**src/rtl/sent_rx_frame.sv**
```systemverilog
// sent_rx_frame: SENT fast-channel receiver (sync lock, nibble decode, CRC4 check).
// Define SENT_PAUSE_EN to accept a pause pulse between frames without an error.
module sent_rx_frame #(
    parameter int TICK_DIV     = 150,
    parameter int DATA_NIBBLES = 6
) (
    input  logic                      clk_i,
    input  logic                      reset_ni,
    input  logic                      sent_i,
    output logic                      frame_valid_o,
    output logic [3:0]                status_o,
    output logic [4*DATA_NIBBLES-1:0] data_o,
    output logic                      crc_err_o,
    output logic                      frame_err_o,
    output logic                      sync_lock_o
);
    localparam int DW = 4 * DATA_NIBBLES;
    localparam int PW = (TICK_DIV > 2) ? $clog2(TICK_DIV) : 1;
    localparam logic [PW-1:0] PRE_MAX  = PW'(TICK_DIV - 1);
    localparam logic [PW-1:0] PRE_HALF = PW'(TICK_DIV / 2);

    typedef enum logic [2:0] {HUNT, SYNC, STATUS, DATA, CRC, POST} state_t;

    state_t          state_q, state_d;
    logic [2:0]      sync_q;
    logic [PW-1:0]   pre_q;
    logic [9:0]      ticks_q;
    logic [3:0]      crc_q, crc_d;
    logic [3:0]      idx_q, idx_d;
    logic [DW-1:0]   shadow_q, shadow_d;
    logic [3:0]      st_sh_q, st_sh_d;
    logic [DW-1:0]   data_q, data_d;
    logic [3:0]      status_q, status_d;
    logic            fv_q, fv_d, cerr_q, cerr_d, ferr_q, ferr_d, lock_q, lock_d;
    logic            fall, timeout, is_sync, nib_ok, pause_ok, bad;
    logic [10:0]     t_w;
    logic [3:0]      nib;

    function automatic logic [3:0] crc4(input logic [3:0] c, input logic [3:0] d);
        logic [3:0] x;
        x = c ^ d;
        return {x[0] ^ x[2], x[0] ^ x[1] ^ x[2], x[1] ^ x[2], x[0] ^ x[1] ^ x[3]};
    endfunction

    // sync_q[2] is the previous synchronized sample, sync_q[1] the current one
    assign fall     = sync_q[2] & ~sync_q[1];
    assign t_w      = {1'b0, ticks_q} + 11'(pre_q >= PRE_HALF);
    assign is_sync  = (t_w >= 11'd55) && (t_w <= 11'd57);
    assign nib_ok   = (t_w >= 11'd12) && (t_w <= 11'd27);
    assign pause_ok = (t_w >= 11'd12) && (t_w <= 11'd768);
    assign nib      = 4'(t_w - 11'd12);
    assign timeout  = (ticks_q == 10'd1023) && (state_q != HUNT);

    always_ff @(posedge clk_i or negedge reset_ni) begin
        if (!reset_ni) begin
            sync_q  <= '0;
            pre_q   <= '0;
            ticks_q <= '0;
        end else begin
            sync_q <= {sync_q[1:0], sent_i};
            if (fall) begin
                pre_q   <= '0;
                ticks_q <= '0;
            end else if (pre_q == PRE_MAX) begin
                pre_q   <= '0;
                ticks_q <= (ticks_q == 10'd1023) ? ticks_q : ticks_q + 10'd1;
            end else begin
                pre_q <= pre_q + PW'(1);
            end
        end
    end

    always_comb begin
        state_d  = state_q;
        crc_d    = crc_q;
        idx_d    = idx_q;
        shadow_d = shadow_q;
        st_sh_d  = st_sh_q;
        data_d   = data_q;
        status_d = status_q;
        cerr_d   = cerr_q;
        lock_d   = lock_q;
        fv_d     = 1'b0;
        ferr_d   = 1'b0;
        bad      = 1'b0;
        if (timeout) begin
            state_d = HUNT;
            lock_d  = 1'b0;
            ferr_d  = (state_q == STATUS) || (state_q == DATA) || (state_q == CRC);
        end else if (fall) begin
            case (state_q)
                HUNT: state_d = SYNC;
                SYNC, POST: begin
                    if (is_sync) begin
                        state_d = STATUS;
                        lock_d  = 1'b1;
                        crc_d   = 4'b0101;
                        idx_d   = '0;
                    end else if (state_q == POST) begin
`ifdef SENT_PAUSE_EN
                        if (pause_ok) state_d = SYNC;
                        else bad = 1'b1;
`else
                        bad = 1'b1;
`endif
                    end
                end
                STATUS: begin
                    if (nib_ok) begin
                        st_sh_d = nib;
                        state_d = DATA;
                    end else bad = 1'b1;
                end
                DATA: begin
                    if (nib_ok) begin
                        shadow_d = (shadow_q << 4) | DW'(nib);
                        crc_d    = crc4(crc_q, nib);
                        idx_d    = idx_q + 4'd1;
                        state_d  = (idx_q == 4'(DATA_NIBBLES - 1)) ? CRC : DATA;
                    end else bad = 1'b1;
                end
                CRC: begin
                    if (nib_ok) begin
                        fv_d     = 1'b1;
                        data_d   = shadow_q;
                        status_d = st_sh_q;
                        cerr_d   = (nib != crc_q);
                        state_d  = POST;
                    end else bad = 1'b1;
                end
                default: state_d = HUNT;
            endcase
            if (bad) begin
                ferr_d  = 1'b1;
                lock_d  = 1'b0;
                state_d = SYNC;
            end
        end
    end

    always_ff @(posedge clk_i or negedge reset_ni) begin
        if (!reset_ni) begin
            state_q  <= HUNT;
            crc_q    <= 4'b0101;
            idx_q    <= '0;
            shadow_q <= '0;
            st_sh_q  <= '0;
            data_q   <= '0;
            status_q <= '0;
            cerr_q   <= 1'b0;
            lock_q   <= 1'b0;
            fv_q     <= 1'b0;
            ferr_q   <= 1'b0;
        end else begin
            state_q  <= state_d;
            crc_q    <= crc_d;
            idx_q    <= idx_d;
            shadow_q <= shadow_d;
            st_sh_q  <= st_sh_d;
            data_q   <= data_d;
            status_q <= status_d;
            cerr_q   <= cerr_d;
            lock_q   <= lock_d;
            fv_q     <= fv_d;
            ferr_q   <= ferr_d;
        end
    end

    assign frame_valid_o = fv_q;
    assign status_o      = status_q;
    assign data_o        = data_q;
    assign crc_err_o     = cerr_q;
    assign frame_err_o   = ferr_q;
    assign sync_lock_o   = lock_q;
endmodule

```
**config.mk**
```make
export PLATFORM = sky130hd
export DESIGN_NAME = sent_rx_frame
export DESIGN_NICKNAME = d
export VERILOG_FILES = /design/src/rtl/sent_rx_frame.sv
export SDC_FILE = /design/constraint.sdc
export NUM_CORES = 1
export LEC_CHECK = 0
export ABC_AREA = 1
export CORE_MARGIN = 5
export CORE_UTILIZATION = 55
export DETAILED_ROUTE_END_ITERATION = 7
export PLACE_DENSITY = 0.79
export SLEW_MARGIN = 15
export SYNTH_ARGS = -nofsm -noshare
export SYNTH_HDL_FRONTEND = slang
export SYNTH_SLANG_ARGS = --single-unit
```
**constraint.sdc**
```tcl
create_clock -name clk_i -period 3.7 [get_ports clk_i]
set_input_delay 0.37 -clock clk_i [delete_from_list [all_inputs] [get_ports clk_i]]
set_output_delay 0.37 -clock clk_i [all_outputs]
set_load 0.02 [all_outputs]
```
After elaboration in Yosys (flattened, before gate mapping)
Index checks and enable logic that the tools add are counted.
{"block": "classes", "n_addsub": 5, "order_cmp": 5, "n_eq_ne": 16, "muxes": 38, "bitwise": 10, "reduce_logical": 21}
{"operator": "10-bit 2-to-1 mux", "n": 3}
{"operator": "3-bit 2-to-1 mux", "n": 8}
{"operator": "24-bit by 4-bit bitwise OR with 24-bit output", "n": 1}
{"operator": "1-bit 2-to-1 mux", "n": 17}
{"operator": "4-bit 2-to-1 mux", "n": 4}
{"operator": "8-bit 2-to-1 mux", "n": 2}
{"operator": "4-bit one-hot mux with 2 select lines", "n": 2}
{"operator": "3-bit one-hot mux with 5 select lines", "n": 1}
{"operator": "4-bit by 3-bit inequality test with 1-bit output, second input constant", "n": 3}
{"operator": "4-bit AND reduction", "n": 3}
{"operator": "10-bit by 1-bit adder with 11-bit output", "n": 1}
{"operator": "11-bit by 4-bit greater-or-equal comparator with 1-bit output, second input constant", "n": 1}
{"operator": "11-bit by 6-bit greater-or-equal comparator with 1-bit output, second input constant", "n": 1}
{"operator": "11-bit by 5-bit <= comparator with 1-bit output, second input constant", "n": 1}
{"operator": "11-bit by 6-bit <= comparator with 1-bit output, second input constant", "n": 1}
{"operator": "10-bit by 1-bit adder with 10-bit output, second input constant", "n": 1}
{"operator": "10-bit equality test, second input constant", "n": 1}
{"operator": "5-bit AND reduction", "n": 2}
{"operator": "3-bit nonzero test", "n": 3}
{"operator": "8-bit by 1-bit adder with 8-bit output, second input constant", "n": 1}
{"operator": "8-bit equality test, second input constant", "n": 1}
{"operator": "8-bit by 7-bit greater-or-equal comparator with 1-bit output, second input constant", "n": 1}
{"operator": "3-bit by 2-bit equality test with 1-bit output, second input constant", "n": 2}
{"operator": "3-bit equality test, second input constant", "n": 2}
{"operator": "20 further kinds", "n": 32}
{"block": "totals", "reg_bits": 92, "input_bits": 3, "elab_cells": 109}

Depth between registers and ports, before layout
Gate-level depths: netlist (run 1).
{"block": "logic_depth", "word_depth": 11, "ltp_mapped": 25, "mapped_depth_nobuf": 25}

Worst setup path after synthesis (run 1)
OpenSTA, ideal clock, no wires.
{"block": "synth_path", "path_kind": "register -> register", "from": "reg pre_q[0]", "to": "reg shadow_q[18]", "t_arrival_ns": 2.880, "t_required_ns": 3.570, "path_slack_ns": 0.690, "path_stages_with_launch": 23, "path_buffers": 2, "period_less_slack_ns": 3.010, "path_cell_list": "dfrtp_1 -> ha_1 -> inv_1 -> nand2_1 -> a211oi_1 -> o21ai_0 -> ha_1 -> ha_1 -> nand2_1 -> nand2_1 -> inv_1 -> ha_1 -> nand3_1 -> nand3_1 -> nor2_1 -> nor2_1 -> nand3_1 -> inv_2 -> nand3_2 -> buf_6 -> buf_6 -> nand2_1 -> o21ai_0"}
{"block": "synth_via", "elab_chain_len": 5, "word_cells_on_any_way": 6, "cone_classes": "1 x add/sub; 3 x order compare; 2 x reduce/logical"}
{"item": "start: declaration", "line": "26", "source": "logic [PW-1:0] pre_q;"}
{"item": "start signal: assignment", "line": "68", "source": "pre_q <= pre_q + PW'(1);"}
{"item": "8-bit by 7-bit greater-or-equal comparator with 1-bit output (*)", "line": "47", "source": "assign t_w = {1'b0, ticks_q} + 11'(pre_q >= PRE_HALF);"}
{"item": "10-bit by 1-bit adder with 11-bit output (*)", "line": "47"}
{"item": "11-bit by 4-bit greater-or-equal comparator with 1-bit output / 11-bit by 5-bit <= comparator with 1-bit output (equally long branches)"}
{"item": "1-bit logical AND (*)", "line": "49", "source": "assign nib_ok = (t_w >= 11'd12) && (t_w <= 11'd27);"}
{"item": "4-bit AND reduction (no source line) (*)"}
{"item": "end signal: assignment", "line": "158", "source": "shadow_q <= shadow_d;"}
{"item": "end: declaration", "line": "30", "source": "logic [DW-1:0] shadow_q, shadow_d;"}
Mark *: on every way between the ends. The rest lies on a longest branch, timed or not.
A chain may end at the register's enable or synchronous reset.

Worst setup path after layout (run 1)
{"block": "layout_path", "from": "reg pre_q[0]", "to": "reg shadow_q[20]"}
The elaborated chain is that of the path after synthesis.

==> results of run 1 <==
## power by group through the flow
stage,logic [W],clock network [W],registers (W)
after floorplan,0.000322,0,0.00113
after global placement,0.000399,0,0.00114
final,0.000449,0.000691,0.00113
after global routing,0.000523,0.000746,0.00113
after detailed placement,0.000425,0,0.00115
after CTS,0.000427,0.000700,0.00113
## timing repair
action / 4_1_cts / 5_1_grt
hold endpoints to repair: 0 / 0
buffers inserted: 0 / 4
setup endpoints to repair: 0 / 70
resized for setup: 0 / 12
## cell type report
class / instances / share of cell area, %
Timing Repair Buffer: 43 / 8.34
Sequential cell: 92 / 44.7
Multi-Input combinational cell: 360 / 34.7
Clock inverter: 4 / 1.14
Clock buffer: 11 / 2.74
Inverter: 80 / 5.89
Tap cell: 102 / 2.47
## through the flow
step	setup slack, ns	total power (W)	cell area (sq um)
5_1_grt	0.0177	0.00240	5160
6_report	0.406	0.00227	5160
3_5_place_dp	0.142	0.00157	4880
3_3_place_gp	0.366	0.00154	4880
4_1_cts	0.111	0.00225	5080
2_1_floorplan	0.690	0.00145	4440
## path summary, 6_finish.rpt
| path | endpoint | depth (start not counted) | startpoint | slack, ns |
|---|---|---|---|---|
| worst max-delay path | shadow_q[20]$_DFFE_PN0P_ | 21 | pre_q[0]$_DFF_PN0_ | 0.41 |
| worst min-delay path | data_o[13]$_DFFE_PN0P_ | 1 | reset_ni | 0.1 |
| worst max register to register | shadow_q[20]$_DFFE_PN0P_ | 21 | pre_q[0]$_DFF_PN0_ | 0.41 |
| worst min register to register | sync_q[1]$_DFF_PN0_ | 0 | sync_q[0]$_DFF_PN0_ | 0.36 |
| max in group asynchronous | crc_q[0]$_DFFE_PN1P_ | 2 | reset_ni | 2.68 |
| min in group clk_i | sync_q[1]$_DFF_PN0_ | 0 | sync_q[0]$_DFF_PN0_ | 0.36 |
## kinds of logic (layout without fill, tap and decap cells)
kind of cell / after synthesis / count (layout)
AO/OA/AOI/OAI: 87 / 87
adder cells (fa/ha/maj): 11 / 11
flip-flops: 92 / 92
buffers and inverters: 92 / 138
AND/OR/NAND/NOR: 254 / 254
XOR/XNOR: 8 / 8
## cells in the mapped netlist, types with 2 or more instances
master	instances	area share, %
a21oi_1	13	1.5
buf_2	3	0.34
buf_4	2	0.34
buf_6	3	0.76
clkbuf_1	3	0.25
clkinv_1	2	0.17
dfrtp_1	90	51
dfstp_2	2	1.2
ha_1	11	3.1
inv_1	74	6.3
inv_2	4	0.34
nand2_1	157	13
nand2_2	3	0.42
nand3_1	24	2.7
nand3_2	3	0.68
nand4_1	10	1.4
nor2_1	36	3.0
nor2_2	5	0.70
nor3_1	9	1.0
o21ai_0	52	5.9
o21ai_1	12	1.4
o21ai_2	3	0.59
o22ai_1	2	0.28
or2_2	3	0.42
xnor2_1	2	0.39
xor2_1	6	1.2
## state kept, by name (all words and copies together) (netlist names)
| signal | count |
|---|---|
| crc_err_o | 1 |
| crc_q | 4 |
| data_o | 24 |
| frame_err_o | 1 |
| frame_valid_o | 1 |
| idx_q | 4 |
| pre_q | 8 |
| shadow_q | 24 |
| st_sh_q | 4 |
| state_q | 3 |
| status_o | 4 |
| sync_lock_o | 1 |
| sync_q | 3 |
| ticks_q | 10 |
## layer usage
| layer | track usage (%) | up-vias | part of all wire, % |
|---|---|---|---|
| met5 | 0 | - | 0 |
| li1 | - | 1807 | - |
| met3 | 3.68 | 17 | 3.8 |
| met4 | 7.35 | 0 | 2.0 |
| met1 | 24.7 | 1683 | 45 |
| met2 | 32.7 | 84 | 49 |
==> impl_metrics.csv, run 1 <==
group,metric,value,unit
run_status,status,"finished clean",
run,max_cap_viol_count,0,
sta,worst_slew_pin_slew,0.813,ns
drt,vias,3591,
floorplan,die_h,99.9,um
yosys,synth_top_family_by_area,"simple AND/OR/NAND/NOR gates",
clock_tree,htree_levels,3,
pwr,peakVddDrop,0.000279,V
sta,finalCriticalPeriod,3.29,ns
yosys,synth_flop_cell,"dfrtp_1",
yosys,syn_area_per_cell,8.17,sq um
pwr,switching_share,31.6,%
floorplan,core,0.00781,sq mm
yosys,synthXorXnorAreaFrac,1.58,%
sta,report.final.slew_viol_count,0,
worst_setup_path,cp-start-kind,"flip-flop",
worst_setup_path,worst-path-max-fanout,36,
yosys,ys_seq_elements,92,
sta,fin_crit_sh,89.0,%
pwr,clock_power_share,30.5,%
drt,wire_per_inst,13.4,um
yosys,yosys_warnings,0,
final_layout,syn2layout_area_growth,16.2,%
final_layout,post_layout_nonfiller_instances,692,
clock_tree,clk_latency,0.35,ns
worst_setup_path,crit_arrival,3.52,ns
global_routing,grt_max_degree,66,
worst_setup_path,slowest_delay,0.41,ns
sta,max_slew_margin,45.8,%
place,portBuffers,34,
place,dp.cells,673,
sta,rsz0062_at_grt,"false",
final_layout,finalNetCount,600,
clock_tree,root_buffer,"clkbuf_8",
yosys,synth_compound_area_share,10.4,%
place,post-dp-hpwl,6500,um
pwr,combPwrFrac,19.8,%
clock_tree,clkSinkCount,92,
yosys,syn_inst,544,
pwr,p_per_area,440,mW/mm^2
pwr,internal_power,0.00155,W
global_routing,grt_pass1_wl,15800,um
yosys,ys_seq_area_share,51.9,%
worst_setup_path,endpoint_kind,"flip-flop",
clock_tree,clk_pin_slew,0.09,ns
floorplan,die_w,99.9,um
worst_setup_path,cp_top_family,"simple AND/OR/NAND/NOR gates",
drt,drtAntennaViolNets,0,
clock_tree,numCtsBuffers,9,
floorplan,rows,32,
worst_setup_path,slowest_stage,"dfrtp_1",
final_layout,seq_area,0.00230,sq mm
sta,clock.fmax,304,MHz
final_layout,fin_util,66.1,%
sta,hold_viol_final,0,
worst_setup_path,cpMostUsedCell,"ha_1",
sta,tns,0,ns
worst_setup_path,cp_num_buf_inv,4,
global_routing,gr-usage-all-layers,19.3,%
yosys,synth_area,0.00444,sq mm
yosys,synth_fa_ha_area_share,3.10,%
worst_setup_path,required,3.93,ns
final_layout,mostFrequentLayoutCells,"nand2_1 (155), dfrtp_1 (90), inv_1 (73), o21ai_0 (52), nor2_1 (35)",
yosys,synth_cell_type_count,36,
drt,vias_per_cell,5.19,
clock_tree,cts_tree,"built",
final_layout,drive_gt1_share,9.49,%
drt,drtIter0Drc,190,
pwr,power.switching,0.000716,W
yosys,syn_nets,558,
yosys,synth_edf_count,0,
sta,whs,0.0965,ns
final_layout,layout_commonest_cell,"nand2_1",
final_layout,final.fill_count,644,
sta,setup_viol,0,
final_layout,multiInputGateArea,0.00179,sq mm
worst_setup_path,path_cells,"ha_1, inv_1, nand2_1, a211oi_1, o21ai_0, ha_1, ha_1, nand2_1, nand2_2, inv_2, ha_1, nand3_1, nand3_1, nor2_1, nor2_1, nand3_1, inv_2, nand3_4, buf_12, nand2_1, o21ai_0",
hold_path,min_path_type,"in2async",
drt,routed_wl,9240,um
clock_tree,cts_hold_buf,0,
clock_tree,ctsLongestPathBuffers,2,
place,place_congestion,0.920,
yosys,muxShareOfSynthArea,0,%
floorplan,die_area,0.00997,sq mm
pwr,leakage,2.40,nW
drt,route.detailed.drc,0,
global_routing,grt_pass1_vias,3488,
floorplan,start_util,56.9,%
drt,drt_first_pass_iters,5,
pwr,pwr-share-seq,49.7,%
yosys,async_reset_ff_share,100,%
worst_setup_path,critPathKind,"reg2reg",
floorplan,pin_count,35,
global_routing,antenna_found_initial,0,
sta,finClkSkew,0.0118,ns
global_routing,grt_overflow,0,
final_layout,diodes,0,
yosys,synth_simple_gate_area_share,24.5,%
(Power assumes the default switching activity.)
==> run 2, diff against run 1 <==
- CTS_BUF_LIST: unset -> sky130_fd_sc_hd__clkbuf_16
- SKIP_CTS_REPAIR_TIMING: unset -> 1
==> impl_metrics.csv, run 2 (same netlist as run 1, synthesis figures left out) <==
group,metric,value,unit
run_status,status,"finished clean",
clock_tree,cts_tree,"built",
clock_tree,clkSinkCount,92,
floorplan,rows,32,
place,dp.cells,673,
place,place_congestion,0.920,
clock_tree,root_buffer,"clkbuf_16",
global_routing,gr-usage-all-layers,19.9,%
clock_tree,clk_pin_slew,0.07,ns
final_layout,mostFrequentLayoutCells,"nand2_1 (155), dfrtp_1 (90), inv_1 (74), o21ai_0 (48), nor2_1 (35)",
drt,routed_wl,9350,um
pwr,internal_power,0.00174,W
worst_setup_path,reg2reg_slack,0.40,ns
pwr,combPwrFrac,17.9,%
hold_path,min_path_type,"in2async",
pwr,clock_power_share,36.7,%
floorplan,pin_count,35,
clock_tree,clk_latency,0.33,ns
worst_setup_path,r2r-start,"pre_q[0]$_DFF_PN0_",
final_layout,syn2layout_area_growth,18.7,%
drt,route.detailed.drc,0,
place,post-dp-hpwl,6500,um
final_layout,layout_commonest_cell,"nand2_1",
global_routing,antenna_found_initial,0,
sta,max_slew_margin,46.7,%
worst_setup_path,worst-path-max-fanout,8,
floorplan,die_area,0.00997,sq mm
pwr,peakVddDrop,0.000255,V
sta,setup_ws,0.404,ns
drt,vias,3640,
place,placed_area,0.00488,sq mm
worst_setup_path,crit_arrival,3.49,ns
worst_setup_path,required,3.90,ns
pwr,power.switching,0.000744,W
drt,drt_first_pass_iters,5,
clock_tree,numCtsBuffers,9,
global_routing,grt_pass1_vias,3551,
drt,drtAntennaViolNets,0,
sta,worst_slew_pin_slew,0.799,ns
clock_tree,ctsLongestPathBuffers,2,
sta,report.final.slew_viol_count,0,
worst_setup_path,cp-start-kind,"flip-flop",
global_routing,grt_pass1_wl,16200,um
final_layout,final.fill_count,619,
worst_setup_path,r2r_cells,20,
drt,wire_per_inst,13.5,um
sta,setup_viol,0,
final_layout,diodes,0,
floorplan,core,0.00781,sq mm
floorplan,start_util,56.9,%
global_routing,grt_overflow,0,
place,portBuffers,34,
floorplan,die_h,99.9,um
final_layout,finalNetCount,600,
drt,vias_per_cell,5.26,
pwr,p_total,0.00248,W
sta,clock.fmax,303,MHz
pwr,leakage,2.45,nW
worst_setup_path,r2r_end,"st_sh_q[1]$_DFFE_PN0P_",
worst_setup_path,endpoint_kind,"flip-flop",
sta,finalCriticalPeriod,3.30,ns
final_layout,drive_gt1_share,9.49,%
drt,drtIter0Drc,228,
global_routing,grt_max_degree,66,
final_layout,post_layout_nonfiller_instances,692,
clock_tree,htree_levels,3,
place,pre_cts_slack,0.142,ns
pwr,switching_share,30.0,%
sta,fin_crit_sh,89.1,%
sta,finClkSkew,0.00815,ns
run,max_cap_viol_count,0,
worst_setup_path,critPathKind,"reg2reg",
sta,tns,0,ns
final_layout,design_area,0.00527,sq mm
sta,hold_viol_final,0,
pwr,pwr-share-seq,45.4,%
floorplan,die_w,99.9,um
pwr,p_per_area,471,mW/mm^2
==> run 2: changes by cell type in the layout (fill, tap and decap cells not counted) <==
cell	previous run	this run
clkbuf_16	0	10
o21ai_1	12	16
o21ai_0	52	48
clkinv_1	1	2
buf_4	8	7
ha_1	11	10
clkbuf_1	1	0
inv_1	73	74
clkbuf_8	10	0
ha_2	0	1
==> run 2: worst max path at each step <==
stage / start / endpoint / slack [ns]
after global placement: pre_q[0]$_DFF_PN0_ / shadow_q[21]$_DFFE_PN0P_ / 0.37
final: pre_q[0]$_DFF_PN0_ / st_sh_q[1]$_DFFE_PN0P_ / 0.40
after detailed placement: pre_q[0]$_DFF_PN0_ / shadow_q[4]$_DFFE_PN0P_ / 0.14
after CTS: pre_q[0]$_DFF_PN0_ / shadow_q[4]$_DFFE_PN0P_ / 0.11
after floorplan: pre_q[0]$_DFF_PN0_ / shadow_q[18]$_DFFE_PN0P_ / 0.69
after global routing: pre_q[0]$_DFF_PN0_ / st_sh_q[1]$_DFFE_PN0P_ / -0.01
==> run 2: through the flow <==
step	hold slack [ns]	util, %
detailed placement	0.343	62.5
global placement	0.335	62.5
CTS	0.148	66.2
finish	0.121	67.5
floorplan	0.0744	-
global route	0.189	67.5
==> run 2: area by class of cell <==
class	instances	area (sq um)	area share, %
clock buffer	9	225	4.27
clock inverter	6	66.3	1.26
inverter	80	304	5.77
multi-input combinational	360	1800	34.1
sequential	92	2300	43.7
tap	102	128	2.42
timing repair buffer	43	448	8.50
==> run 2: power by group through the flow <==
stage | Sequential (W) | Clock (W) | Combinational (W)
floorplan | 0.00113 | 0 | 0.000322
global placement | 0.00114 | 0 | 0.000399
detailed placement | 0.00115 | 0 | 0.000425
CTS | 0.00113 | 0.000923 | 0.000428
global route | 0.00114 | 0.000973 | 0.000518
finish | 0.00113 | 0.000911 | 0.000444
==> run 2: critical path, stage by stage (launching register included) <==
cell	delay, ns
dfrtp_1	0.41
ha_1	0.23
inv_1	0.09
nand2_1	0.08
a211oi_1	0.18
o21ai_0	0.12
ha_2	0.21
ha_1	0.22
nand2_1	0.14
nand2_2	0.12
inv_2	0.11
ha_1	0.15
nand3_1	0.08
nand3_1	0.09
nor2_1	0.05
nor2_1	0.09
nand3_1	0.13
inv_2	0.14
nand4_1	0.25
nand2_1	0.16
o21ai_1	0.10
==> run 2: metal layers <==
metal | vias up | track usage [%] | wire length (um)
met4 | 0 | 7.46 | 178
li1 | 1811 | - | -
met1 | 1726 | 25.1 | 3990
met2 | 85 | 33.7 | 4720
met5 | - | 0 | 0
met3 | 18 | 4.45 | 453
==> RTL edit 1: new RTL, config.mk and constraints of run 2 <==
Build with the macro `SENT_PAUSE_EN` defined.
--- a/src/rtl/sent_rx_frame.sv
+++ b/src/rtl/sent_rx_frame.sv
@@ -1,5 +1,7 @@
 // sent_rx_frame: SENT fast-channel receiver (sync lock, nibble decode, CRC4 check).
 // Define SENT_PAUSE_EN to accept a pause pulse between frames without an error.
+`define SENT_PAUSE_EN
+
 module sent_rx_frame #(
     parameter int TICK_DIV     = 150,
     parameter int DATA_NIBBLES = 6
Function: same outputs for any inputs over 10 cycles, from zero or initial values and one cycle with reset_ni low; that may be too few to reach the edited logic, so the function may still have changed.
==> RTL edit 1 against run 2 <==
  * Wire length shrank 0.37%
  * Sequential share of layout area decreased by 0.40 points
  * Area after synthesis increased by 2.6%
  * Sequential cell count is the same
  * Power fell by 7.9%
  * Hold slack gained 50 ps
  * First-iteration DRC count is 14% lower
  * Critical path depth grew 3
  * Count of clock-buffer cells in the layout did not move
  * Cell area grew 0.93%
  * Worst setup slack got worse by 220 ps
  * Critical path type unchanged
  * Largest cell class unchanged
==> RTL edit 1: results (changes against run 2) <==
The run finished with clean final reports. The clock buffer count from CTS came out at 9 (unchanged). The initial antenna violation count is 0 (unchanged). The switching fraction of total power came out at 28.39% (-1.6 points). The setup slack after placement is 3.724 ps (-138.4 ps).

The biggest fanout along the worst timing path was 6 (-2). The worst setup slack for register-to-register paths came out at 190 ps (-220 ps). The standard cell area after detailed placement is 4967 µm² (+1.8%). The violation count after the first detailed-routing iteration came to 196 (-14%). The final number of hold-violating endpoints came out at 0 (unchanged). The count of cell types in the netlist came out at 36 (unchanged). The wire length of the first global-routing pass came to 16300 µm (+0.68%). The commonest register cell after synthesis is sky130_fd_sc_hd__dfrtp_1. The number of diodes added for antenna fixing is 0 (unchanged). The clock reaches the later pin of the worst-skew pair after 340 ps. The ratio of cells with drive above 1 in the final layout came out at 9.421% (-0.070 points).

The fraction of the yosys area taken by sequential cells came out at 50.56% (-1.3 points). The number of global-route vias before repair came to 3766 (+6.1%). The routed length per placed instance is 13.12 µm (-2.9%). The maximum ir drop on the vdd rail was 208.2 µV (-18%). The critical register-to-register path endpoint is idx_q[2].

In this run the clock root is driven by a sky130_fd_sc_hd__clkbuf_16. The count of cells along the worst register-to-register path came to 23 (+15%). The half-perimeter wire length of the detailed placement result is 6488 µm (-0.20%). The detailed-route via count is 3834 (+5.3%). The largest clock skew in the final design came to 7.243 ps (-0.9026 ps).

The slew at the pin closest to its max-slew limit is 954.5 ps (+155.2 ps). The total number of nets in the final design is 615 (+2.5%). The commonest cells after synthesis are sky130_fd_sc_hd__nand2_1 (162), sky130_fd_sc_hd__dfrtp_1 (90), sky130_fd_sc_hd__inv_1 (69). The arrival time reported for the critical path endpoint came out at 3740 ps (+250 ps). In this run the worst hold path is classified as in2async. The largest net degree at the start of global routing came out at 78 (+18%). The post-synthesis net count came to 577 (+3.4%). On the worst path, the slowest cell contributes a delay of 400 ps. The number of warnings printed during yosys synthesis came out at 0 (unchanged).

After synthesis, the cell types taking the most area are sky130_fd_sc_hd__dfrtp_1 (49%), sky130_fd_sc_hd__nand2_1 (13%), sky130_fd_sc_hd__inv_1 (5.7%), sky130_fd_sc_hd__o21ai_0 (4.0%), sky130_fd_sc_hd__nand3_1 (3.5%). The fill cell total of the finished layout came out at 647 (+4.5%). The clock edge transition at the registers on the reported setup and hold paths came out at 80 ps.

The global-route usage over all layers is 19.68% (-0.25 points). The routability congestion estimate from global placement is 0.9305 (+1.1%). The static leakage is 2.479 nW (+1.2%).
RTL edit 1: cell types whose count changed after synthesis, moves of 6 or more:
cell	run 2	this run
sky130_fd_sc_hd__nand3_1	24	32
sky130_fd_sc_hd__a21oi_1	13	21
sky130_fd_sc_hd__o21ai_1	12	29
sky130_fd_sc_hd__nand4_1	10	4
sky130_fd_sc_hd__o21ai_0	52	36
RTL edit 1: power groups by stage:
stage	Clock [mW]	Combinational, mW	Sequential [mW]
after global placement	0	0.243	1.12
final	0.914	0.270	1.10
after global routing	0.966	0.312	1.11
after CTS	0.931	0.257	1.10
after detailed placement	0	0.255	1.12
after floorplan	0	0.187	1.11
RTL edit 1: worst max-delay path by stage:
| stage | end | slack, ps | start |
|---|---|---|---|
| 3_3_place_gp | idx_q[0] | 190 | pre_q[0] |
| 6_report | idx_q[2] | 190 | pre_q[0] |
| 2_1_floorplan | crc_q[0] | 390 | pre_q[0] |
| 4_1_cts | idx_q[0] | -20 | pre_q[0] |
| 5_1_grt | idx_q[2] | -80 | pre_q[0] |
| 3_5_place_dp | idx_q[0] | 4 | pre_q[0] |
RTL edit 1: layout make-up:
cell class              instances  area share [%]
flip-flops and latches         92           43.32
inverters                      73           5.221
clock buffers                   9           4.233
clock inverters                 7           1.505
repair buffers                 42           7.479
multi-input cells             382           35.77
well taps                     105           2.469
RTL edit 1: critical path: cells and delay by family, from the launching register on:
| family | cells | cell delay [ps] |
|---|---|---|
| buf+inv | 3 | 240 |
| simple gates | 12 | 1500 |
| fa+ha+maj | 3 | 620 |
| flops | 1 | 400 |
| compound gates | 5 | 620 |
RTL edit 1: through the flow:
stage                     util [%]  hold slack, ps  power [mW]  cells  setup TNS, ps
after CTS                    64.82           212.3       2.289    708         -15.51
after global placement       61.07           337.2       1.361    692              0
after detailed placement     61.07           341.1       1.376    692              0
final                        65.41           170.7       2.287    710              0
after floorplan                  -           74.41       1.297    562              0
after global routing         65.41           266.6       2.387    710         -261.2
RTL edit 1: metal layers:
layer	global-route usage, %	vias up	share of wire [%]
li1	-	1870	-
met1	24.39	1816	44
met2	34.03	126	49
met3	3.114	22	5.2
met4	8.487	0	2.2
met5	0	-	0
RTL edit 1: cell families after synthesis:
logic type	synth area share (%)
AOI/OAI and AO/OA	11.36
xor gates and xnor gates	1.153
adders and majority gates	3.294
buffers and inverters	8.345
DFF	50.56
and+or+nand+nor	25.28
==> RTL edit 2: new RTL, config.mk and constraints of run 2 <==
Made on the original files. The output `frame_valid_o` loses its register stage (`fv_q` becomes a continuous assignment).
--- a/src/rtl/sent_rx_frame.sv
+++ b/src/rtl/sent_rx_frame.sv
@@ -149,7 +149,6 @@
             status_q <= '0;
             cerr_q   <= 1'b0;
             lock_q   <= 1'b0;
-            fv_q     <= 1'b0;
             ferr_q   <= 1'b0;
         end else begin
             state_q  <= state_d;
@@ -161,10 +160,11 @@
             status_q <= status_d;
             cerr_q   <= cerr_d;
             lock_q   <= lock_d;
-            fv_q     <= fv_d;
             ferr_q   <= ferr_d;
         end
     end
+
+    assign fv_q = fv_d;
 
     assign frame_valid_o = fv_q;
     assign status_o      = status_q;
Function: no difference found for any inputs over 10 cycles, from zero or initial values and one cycle with reset_ni low; that may be too few to reach the edited logic, so the function may still have changed.
==> RTL edit 2 against run 2 <==
  * Area after synthesis is 0.56% lower
  * Clock skew is 1.1 ps higher
  * Sequential cell count is 1 lower
  * Wire length is 4.7% lower
  * Final cell count stayed put
  * Worst setup slack worse by 160 ps
  * Critical path depth is 1 higher
  * Cell area is 0.47% lower
  * Power is 3.9% higher
  * Synthesized cell count is 0.18% lower
==> RTL edit 2: results (changes against run 2) <==
The largest clock skew in the final design was 9.236 ps (+1.090 ps). The sequential cell area share is 43.45% (-0.27 points). The top cell family by delay on the critical path is adder cells. The clock network area share came out at 6.511% (+0.98 points). The number of global-route vias before repair is 3468 (-2.3%). The area of the multi-input gates is 1782 µm² (-0.77%). The slew at the pin closest to its max-slew limit is 787.6 ps (-11.63 ps). The ratio of cells with drive above 1 in the final layout came to 10.51% (+1.0 points).

The setup slack after placement is -22.62 ps (-164.8 ps). The global-route usage over all layers came out at 19.12% (-0.81 points). The post-synthesis net count came out at 557 (-0.18%). The routed metal-1 wire length came to 4131 µm (+3.5%). The relative contribution of the clock network to total power is 40.1% (+3.4 points). The power dissipated in the clock network is 1.03 mW (+13%).

The total met3 wirelength after detailed routing came out at 413 µm (-8.8%). The run finished with clean final reports. The half-perimeter wire length of the detailed placement result is 6098 µm (-6.2%). The net switching component of the power is 0.7642 mW (+2.7%). The routed wire length is 8909 µm (-4.7%). The routed length per placed instance came out at 12.87 µm (-4.7%). The wire length of the first global-routing pass came out at 15460 µm (-4.5%). The total number of nets in the final design was 599 (-0.17%). The average footprint of a synthesized cell is 8.134 µm² (-0.38%). The routed length on met2 came out at 4232 µm (-10%). The number of clock sinks came to 91 (-1.1%).

The buffer share of cell area came out at 7.918% (-0.58 points). The fraction of met3 tracks used by global routing came out at 4.348% (-0.10 points). The maximum ir drop on the vdd rail came to 278.8 µV (+9.3%).
-- RTL edit 2: cell types whose count changed after synthesis, sizes merged --
cell and delta:
dfrtp -1
-- RTL edit 2: cell families (layout without fill, tap and decap cells) --
kind of cell,after synthesis,after routing,synth area share [%]
compound gates,87,87,10.45
fa+ha+maj,11,11,3.116
simple gates,254,254,24.62
flops,91,91,51.61
buf+inv,92,139,8.612
xor+xnor,8,8,1.586
-- RTL edit 2: final timing paths --
check,startpoint,to,slack [ps],cells past startpoint
setup / recovery,pre_q[1],frame_valid_o,250,21
hold / removal,reset_ni,data_o[17],100,1
setup reg to reg,pre_q[1],idx_q[0],440,22
hold reg to reg,sync_q[0],sync_q[1],360,0
max in group asynchronous,reset_ni,crc_q[2],2690,2
min in group clk_i,sync_q[0],sync_q[1],360,0
